===== src/rtl/requant_writeback.sv =====
`default_nettype none
// ============================================================================
//  Module   : requant_writeback
//  Purpose  : Takes signed dot-product results (one per output row), adds a
//             per-row bias, scales with round-half-up right shift, applies
//             optional ReLU and signed saturation, then writes the quantized
//             word to output memory. Results are buffered in a small FIFO and
//             rows are counted per layer; layer_done pulses once the last row
//             write has been accepted.
//  Ports    : clk/rst            - clock, asynchronous active-high reset
//             layer_start + cfg  - begin layer, latch num_rows/base/scale/
//                                  shift/relu_en, flush in-flight work
//             in_valid/in_data   - incoming 2*DATA_WIDTH signed result
//             bias_rd_*          - bias memory read (data one cycle later)
//             out_wr_*           - output write, held until out_wr_ready
//             busy/layer_done    - layer active / end-of-layer pulse
//             overflow_err       - sticky: result dropped
//  Revision : 1.0 - initial release
// ============================================================================
module requant_writeback #(
    parameter int ADDR_WIDTH  = 10,
    parameter int DATA_WIDTH  = 16,
    parameter int OUT_WIDTH   = 16,
    parameter int SCALE_WIDTH = 16,
    parameter int FIFO_DEPTH  = 4
) (
    input  logic                    clk,
    input  logic                    rst,
    input  logic                    layer_start,
    input  logic [ADDR_WIDTH-1:0]   num_rows,
    input  logic [ADDR_WIDTH-1:0]   out_base_addr,
    input  logic [SCALE_WIDTH-1:0]  scale,
    input  logic [4:0]              shift,
    input  logic                    relu_en,
    input  logic                    in_valid,
    input  logic [2*DATA_WIDTH-1:0] in_data,
    output logic                    bias_rd_en,
    output logic [ADDR_WIDTH-1:0]   bias_rd_addr,
    input  logic [DATA_WIDTH-1:0]   bias_rd_data,
    output logic                    out_wr_en,
    output logic [ADDR_WIDTH-1:0]   out_wr_addr,
    output logic [OUT_WIDTH-1:0]    out_wr_data,
    input  logic                    out_wr_ready,
    output logic                    busy,
    output logic                    layer_done,
    output logic                    overflow_err
);

    localparam int IN_W   = 2*DATA_WIDTH;
    localparam int SUM_W  = IN_W + 1;
    localparam int PROD_W = SUM_W + SCALE_WIDTH + 1;
    localparam int PTR_W  = $clog2(FIFO_DEPTH);
    localparam int CNT_W  = PTR_W + 1;

    localparam logic signed [PROD_W-1:0] c_out_max =
        {{(PROD_W-OUT_WIDTH+1){1'b0}}, {(OUT_WIDTH-1){1'b1}}};
    localparam logic signed [PROD_W-1:0] c_out_min =
        {{(PROD_W-OUT_WIDTH+1){1'b1}}, {(OUT_WIDTH-1){1'b0}}};
    localparam logic [OUT_WIDTH-1:0] c_sat_max = {1'b0, {(OUT_WIDTH-1){1'b1}}};
    localparam logic [OUT_WIDTH-1:0] c_sat_min = {1'b1, {(OUT_WIDTH-1){1'b0}}};
    localparam logic [PROD_W-1:0]    c_one     = PROD_W'(1);

    typedef enum logic [1:0] {
        ST_IDLE    = 2'd0,
        ST_BIAS_RD = 2'd1,
        ST_SCALE   = 2'd2,
        ST_WRITE   = 2'd3
    } state_t;

    state_t                  r_state_q,    w_state_d;
    logic                    r_active_q,   w_active_d;
    logic [ADDR_WIDTH-1:0]   r_num_rows_q, w_num_rows_d;
    logic [ADDR_WIDTH-1:0]   r_base_q,     w_base_d;
    logic [SCALE_WIDTH-1:0]  r_scale_q,    w_scale_d;
    logic [4:0]              r_shift_q,    w_shift_d;
    logic                    r_relu_q,     w_relu_d;
    logic [ADDR_WIDTH-1:0]   r_row_q,      w_row_d;
    logic [IN_W-1:0]         r_work_q,     w_work_d;
    logic [OUT_WIDTH-1:0]    r_out_data_q, w_out_data_d;
    logic                    r_done_q,     w_done_d;
    logic                    r_ovf_q,      w_ovf_d;
    logic [PTR_W-1:0]        r_wr_ptr_q,   w_wr_ptr_d;
    logic [PTR_W-1:0]        r_rd_ptr_q,   w_rd_ptr_d;
    logic [CNT_W-1:0]        r_count_q,    w_count_d;
    logic [IN_W-1:0]         r_fifo_q [FIFO_DEPTH];

    logic                    w_push;
    logic                    w_pop;
    logic                    w_full;
    logic                    w_empty;

    // Datapath: widths are chosen so no intermediate can wrap
    logic signed [SUM_W-1:0]  w_sum;
    logic signed [PROD_W-1:0] w_prod;
    logic        [PROD_W-1:0] w_rnd;
    logic signed [PROD_W-1:0] w_round;
    logic signed [PROD_W-1:0] w_shifted;
    logic signed [PROD_W-1:0] w_relu;
    logic [OUT_WIDTH-1:0]     w_sat;

    always_comb begin
        w_sum = {r_work_q[IN_W-1], r_work_q}
              + {{(SUM_W-DATA_WIDTH){bias_rd_data[DATA_WIDTH-1]}}, bias_rd_data};
        w_prod = {{(PROD_W-SUM_W){w_sum[SUM_W-1]}}, w_sum}
               * {{(PROD_W-SCALE_WIDTH){1'b0}}, r_scale_q};
        w_rnd = '0;
        if (r_shift_q != 5'd0) begin
            w_rnd = c_one << (r_shift_q - 5'd1);
        end
        w_round   = w_prod + w_rnd;
        w_shifted = w_round >>> r_shift_q;
        w_relu    = (r_relu_q && w_shifted[PROD_W-1]) ? '0 : w_shifted;
        if (w_relu > c_out_max) begin
            w_sat = c_sat_max;
        end else if (w_relu < c_out_min) begin
            w_sat = c_sat_min;
        end else begin
            w_sat = w_relu[OUT_WIDTH-1:0];
        end
    end

    assign w_full  = (r_count_q == CNT_W'(FIFO_DEPTH));
    assign w_empty = (r_count_q == '0);

    always_comb begin
        w_state_d    = r_state_q;
        w_active_d   = r_active_q;
        w_num_rows_d = r_num_rows_q;
        w_base_d     = r_base_q;
        w_scale_d    = r_scale_q;
        w_shift_d    = r_shift_q;
        w_relu_d     = r_relu_q;
        w_row_d      = r_row_q;
        w_work_d     = r_work_q;
        w_out_data_d = r_out_data_q;
        w_done_d     = 1'b0;
        w_ovf_d      = r_ovf_q;
        w_wr_ptr_d   = r_wr_ptr_q;
        w_rd_ptr_d   = r_rd_ptr_q;
        w_count_d    = r_count_q;
        w_push       = 1'b0;
        w_pop        = 1'b0;

        if (layer_start) begin
            // Flush everything; a zero-row layer completes immediately.
            w_state_d    = ST_IDLE;
            w_num_rows_d = num_rows;
            w_base_d     = out_base_addr;
            w_scale_d    = scale;
            w_shift_d    = shift;
            w_relu_d     = relu_en;
            w_active_d   = (num_rows != '0);
            w_done_d     = (num_rows == '0);
            w_row_d      = '0;
            w_ovf_d      = 1'b0;
            w_wr_ptr_d   = '0;
            w_rd_ptr_d   = '0;
            w_count_d    = '0;
        end else begin
            case (r_state_q)
                ST_IDLE: begin
                    if (r_active_q && !w_empty) begin
                        w_pop     = 1'b1;
                        w_work_d  = r_fifo_q[r_rd_ptr_q];
                        w_state_d = ST_BIAS_RD;
                    end
                end
                ST_BIAS_RD: w_state_d = ST_SCALE;
                ST_SCALE: begin
                    w_out_data_d = w_sat;
                    w_state_d    = ST_WRITE;
                end
                ST_WRITE: begin
                    if (out_wr_ready) begin
                        w_state_d = ST_IDLE;
                        if (r_row_q == r_num_rows_q - 1'b1) begin
                            w_row_d    = '0;
                            w_active_d = 1'b0;
                            w_done_d   = 1'b1;
                        end else begin
                            w_row_d = r_row_q + 1'b1;
                        end
                    end
                end
                default: w_state_d = ST_IDLE;
            endcase

            // A full FIFO still accepts when the head leaves this cycle.
            if (in_valid) begin
                if (!r_active_q || (w_full && !w_pop)) begin
                    w_ovf_d = 1'b1;
                end else begin
                    w_push = 1'b1;
                end
            end

            if (w_push) begin
                w_wr_ptr_d = r_wr_ptr_q + 1'b1;
            end
            if (w_pop) begin
                w_rd_ptr_d = r_rd_ptr_q + 1'b1;
            end
            w_count_d = r_count_q + CNT_W'(w_push) - CNT_W'(w_pop);
        end
    end

    always_ff @(posedge clk or posedge rst) begin
        if (rst) begin
            r_state_q    <= ST_IDLE;
            r_active_q   <= 1'b0;
            r_num_rows_q <= '0;
            r_base_q     <= '0;
            r_scale_q    <= '0;
            r_shift_q    <= '0;
            r_relu_q     <= 1'b0;
            r_row_q      <= '0;
            r_work_q     <= '0;
            r_out_data_q <= '0;
            r_done_q     <= 1'b0;
            r_ovf_q      <= 1'b0;
            r_wr_ptr_q   <= '0;
            r_rd_ptr_q   <= '0;
            r_count_q    <= '0;
            for (int i = 0; i < FIFO_DEPTH; i++) begin
                r_fifo_q[i] <= '0;
            end
        end else begin
            r_state_q    <= w_state_d;
            r_active_q   <= w_active_d;
            r_num_rows_q <= w_num_rows_d;
            r_base_q     <= w_base_d;
            r_scale_q    <= w_scale_d;
            r_shift_q    <= w_shift_d;
            r_relu_q     <= w_relu_d;
            r_row_q      <= w_row_d;
            r_work_q     <= w_work_d;
            r_out_data_q <= w_out_data_d;
            r_done_q     <= w_done_d;
            r_ovf_q      <= w_ovf_d;
            r_wr_ptr_q   <= w_wr_ptr_d;
            r_rd_ptr_q   <= w_rd_ptr_d;
            r_count_q    <= w_count_d;
            if (w_push) begin
                r_fifo_q[r_wr_ptr_q] <= in_data;
            end
        end
    end

    // Strobes decode straight from state so reset removes them at once.
    assign bias_rd_en   = (r_state_q == ST_BIAS_RD);
    assign bias_rd_addr = r_row_q;
    assign out_wr_en    = (r_state_q == ST_WRITE);
    assign out_wr_addr  = r_base_q + r_row_q;
    assign out_wr_data  = r_out_data_q;
    assign busy         = r_active_q;
    assign layer_done   = r_done_q;
    assign overflow_err = r_ovf_q;

endmodule
`default_nettype wire


===== config.mk =====
export PLATFORM = sky130hd
export DESIGN_NAME = requant_writeback
export DESIGN_NICKNAME = d
export VERILOG_FILES = /design/src/rtl/requant_writeback.sv
export SDC_FILE = /design/constraint.sdc
export NUM_CORES = 2
export LEC_CHECK = 0
export ABC_AREA = 1
export BUFFER_PORTS_ARGS = -buffer_cell sky130_fd_sc_hd__buf_4
export CAP_MARGIN = 20
export CORE_UTILIZATION = 30
export DETAILED_ROUTE_END_ITERATION = 16
export GPL_ROUTABILITY_DRIVEN = 1
export PLACE_DENSITY = 0.45
export SLEW_MARGIN = 0
export SYNTH_ARGS = -nofsm -noshare
export SYNTH_HDL_FRONTEND = slang
export SYNTH_SLANG_ARGS = --single-unit

===== constraint.sdc =====
create_clock -name clk -period 27.4 [get_ports clk]
set_clock_uncertainty 0.1 [all_clocks]
set_input_delay 5.48 -clock clk [delete_from_list [all_inputs] [get_ports clk]]
set_output_delay 5.48 -clock clk [all_outputs]
set_load 0.005 [all_outputs]

==> run summary <==
Max Cap Viol = 0
EDFF count, synth = 0
CP arrival = 16.22 ns
Worst-Skew Late Latency = 0.61 ns
Sink Count = 240
Register bit total from synthesis = 240
DRT iter0 DRCs = 2203
Setup TNS = 0 ns
Yosys cell types = 65
Syn Nets = 5777
Yosys top cell by area = fa_1
Hold buffers post-CTS = 0
Final setup vio count = 0
GRT Residual Overflow = 0
Crit-path max FO = 15
N_diodes = 0
Largest net degree at the start of global routing = 164
DIE WIDTH = 352 um
RSZ-0062 raised after global routing = no
Hold path depth = 2
Share of cells above drive strength 1 = 9.40%
Clk root buf = clkbuf_16
Reg2Reg Setup Slack = 16.16 ns
DIE HEIGHT = 352 um
Antenna violations before repair = 3
Syn_area_per_cell = 7.38 um^2
Max Clk Rate = 0.0632 GHz
Core ar. = 121000 um^2
Top Family by Delay on Critical Path = simple AND/OR/NAND/NOR gates
Critical Path RT = 27.80 ns
Synth Flop Type = dfrtp_1
Std-Cell Rows = 127
Yosys warning count = 0
Fill count = 13200
Worst Hold Class = reg2reg
Worst Max-Slew Pin Slew = 1.16 ns
Worst Min Path Start = r_base_q[3]
I/O pins = 136
Worst setup SP type = input pin
Die footprint = 124000 um^2
Final period util = 57.7%
Slew HR = 22.7%
Port buffer count = 135
CP max stage delay = 0.55 ns
Tmin final = 15.82 ns
Crit end category = register
1st-pass router iterations = 5
Sequential fraction of the synthesis area = 16.4%
Cell mode on critical path = nand2_1
Layout area overhead = 10.6%
Detail Route Antenna Nets = 0
Worst Path Buf+Inv = 9
CTS tree = built
H-tree depth = 2
CTS resizes = 0
DP Wirelength = 102 mm
Global-route wire length before repair = 198 mm
Syn Inst Count = 4970
Clock transition time at the flip-flop clock pins of the worst setup and hold paths = 0.06 ns
GP Congestion = 0.940
Top-area cell type share of the netlist area = 29.3%
Worst r2r src = r_work_q[0]
CP max stage cell = fa_1
Max Buffers Root-to-Sink = 3
Final wirelength = 127 mm
Hold Path Sink = r_base_q[3]
Mean routed wirelength per cell = 19.1 um
Reg-to-Reg End = out_wr_data[4]
Vias/cell = 4.75
Fin. Hold Viols = 0
Largest cells by area after synthesis = fa_1, dfrtp_1, nand2_1
Outcome = complete, no violations
Worst r2r path cells = 55
Synthesized area = 36700 um^2
GRT Total Usage = 21.1%
# DRC = 0
Via count = 31500
Slew Limit Fails = 0
CTS buffer count = 34
Ys async rst share = 100%
Final net count = 5814
Initial Utilization = 30.4%
Post-CTS setup buffer count = 0
Number of global-route vias before repair = 32800
Worst setup path class = in2reg
worst max-delay path by stage:
stage                     endpoint  depth (start not counted)       startpoint  slack, ns
floorplan           out_wr_data[0]                         54  bias_rd_data[0]      13.03
global placement    out_wr_data[5]                         58  bias_rd_data[0]      11.05
detailed placement  out_wr_data[4]                         58  bias_rd_data[0]      11.18
CTS                 out_wr_data[4]                         58  bias_rd_data[0]      11.76
global route        out_wr_data[5]                         56  bias_rd_data[0]      10.89
finish              out_wr_data[4]                         56  bias_rd_data[0]      11.58
synth_stat cells, drive strengths merged, types with 17 or more instances:
cell    count
xnor2      17
nand4      29
ha        175
nor2      574
a21oi      91
buf        48
nand3     471
mux2       31
fa        537
o22ai      36
clkinv     17
nor3       26
inv       956
nand2    1189
o21ai     273
xor2       46
or2        24
dfrtp     240
clkbuf    141
tightest hold or removal path, cell delays in order, from the launching register on:
cell,delay (ns)
dfrtp_1,0.34
nand2_1,0.05
nand2_1,0.05
cells by family after synthesis:
| family | count (synthesis) | synth area share (%) |
|---|---|---|
| buffers and inverters | 1162 | 12.1 |
| XOR/XNOR | 63 | 1.54 |
| multiplexers | 32 | 0.979 |
| flip-flops | 240 | 16.4 |
| adder cells (fa/ha/maj) | 712 | 35.3 |
| other | 1 | 0.0102 |
| AO/OA/AOI/OAI | 432 | 6.41 |
| AND/OR/NAND/NOR | 2328 | 27.3 |
through the flow:
step,util [%],std cells,worst slack (ns),instance area (um^2),hold WS [ns]
final,33.7,6644,11.58,40600,0.375
after global routing,33.7,6644,10.89,40600,0.392
after CTS,33.7,6644,11.76,40600,0.380
after detailed placement,32.7,6583,11.18,39400,0.365
after global placement,32.7,6583,11.05,39400,0.360
after floorplan,-,4970,13.03,36700,0.346
per-layer routing:
layer | share of wire (%) | track usage [%]
met5 | 0.013 | 0
met4 | 2.5 | 5.44
met3 | 5.7 | 3.63
met2 | 46 | 34.6
met1 | 46 | 28.7
area by class of cell:
cell class                 instances  area, um^2  area share, %
clock buffer                      49        1010           2.48
clock inverter                    12         175          0.432
inverter                         973        3660           9.03
multi-input combinational       3568       26300           64.7
sequential                       240        6010           14.8
tap                             1612        2020           4.97
timing repair buffer             190        1440           3.54
layout by cell type (no fill, tap or decap), drive strengths merged, types with 5 or more instances in the layout:
cell    instances
clkbuf         49
inv           959
clkinv         22
ha            175
nand2        1189
nand3b          5
o21ai         273
xnor2          17
or2            24
buf           190
a31oi           7
nor4            6
fa            537
dfrtp         240
nor2          574
mux2           31
a21oi          91
nand4          29
o211ai          5
nor3           26
xor2           46
o22ai          36
nand3         471
flip-flops by register name, indices dropped and copies added (netlist names), 2 cells and up:
name / count
out_wr_data: 16
r_scale_q: 16
r_count_q: 3
r_work_q: 32
r_base_q: 10
r_wr_ptr_q: 2
r_state_q: 2
r_shift_q: 5
bias_rd_addr: 10
r_fifo_q: 128
r_num_rows_q: 10
r_rd_ptr_q: 2
Power is left out: the tool's default activity adds up to more than one toggle a clock period on the data nets, which glitch-free logic cannot reach.
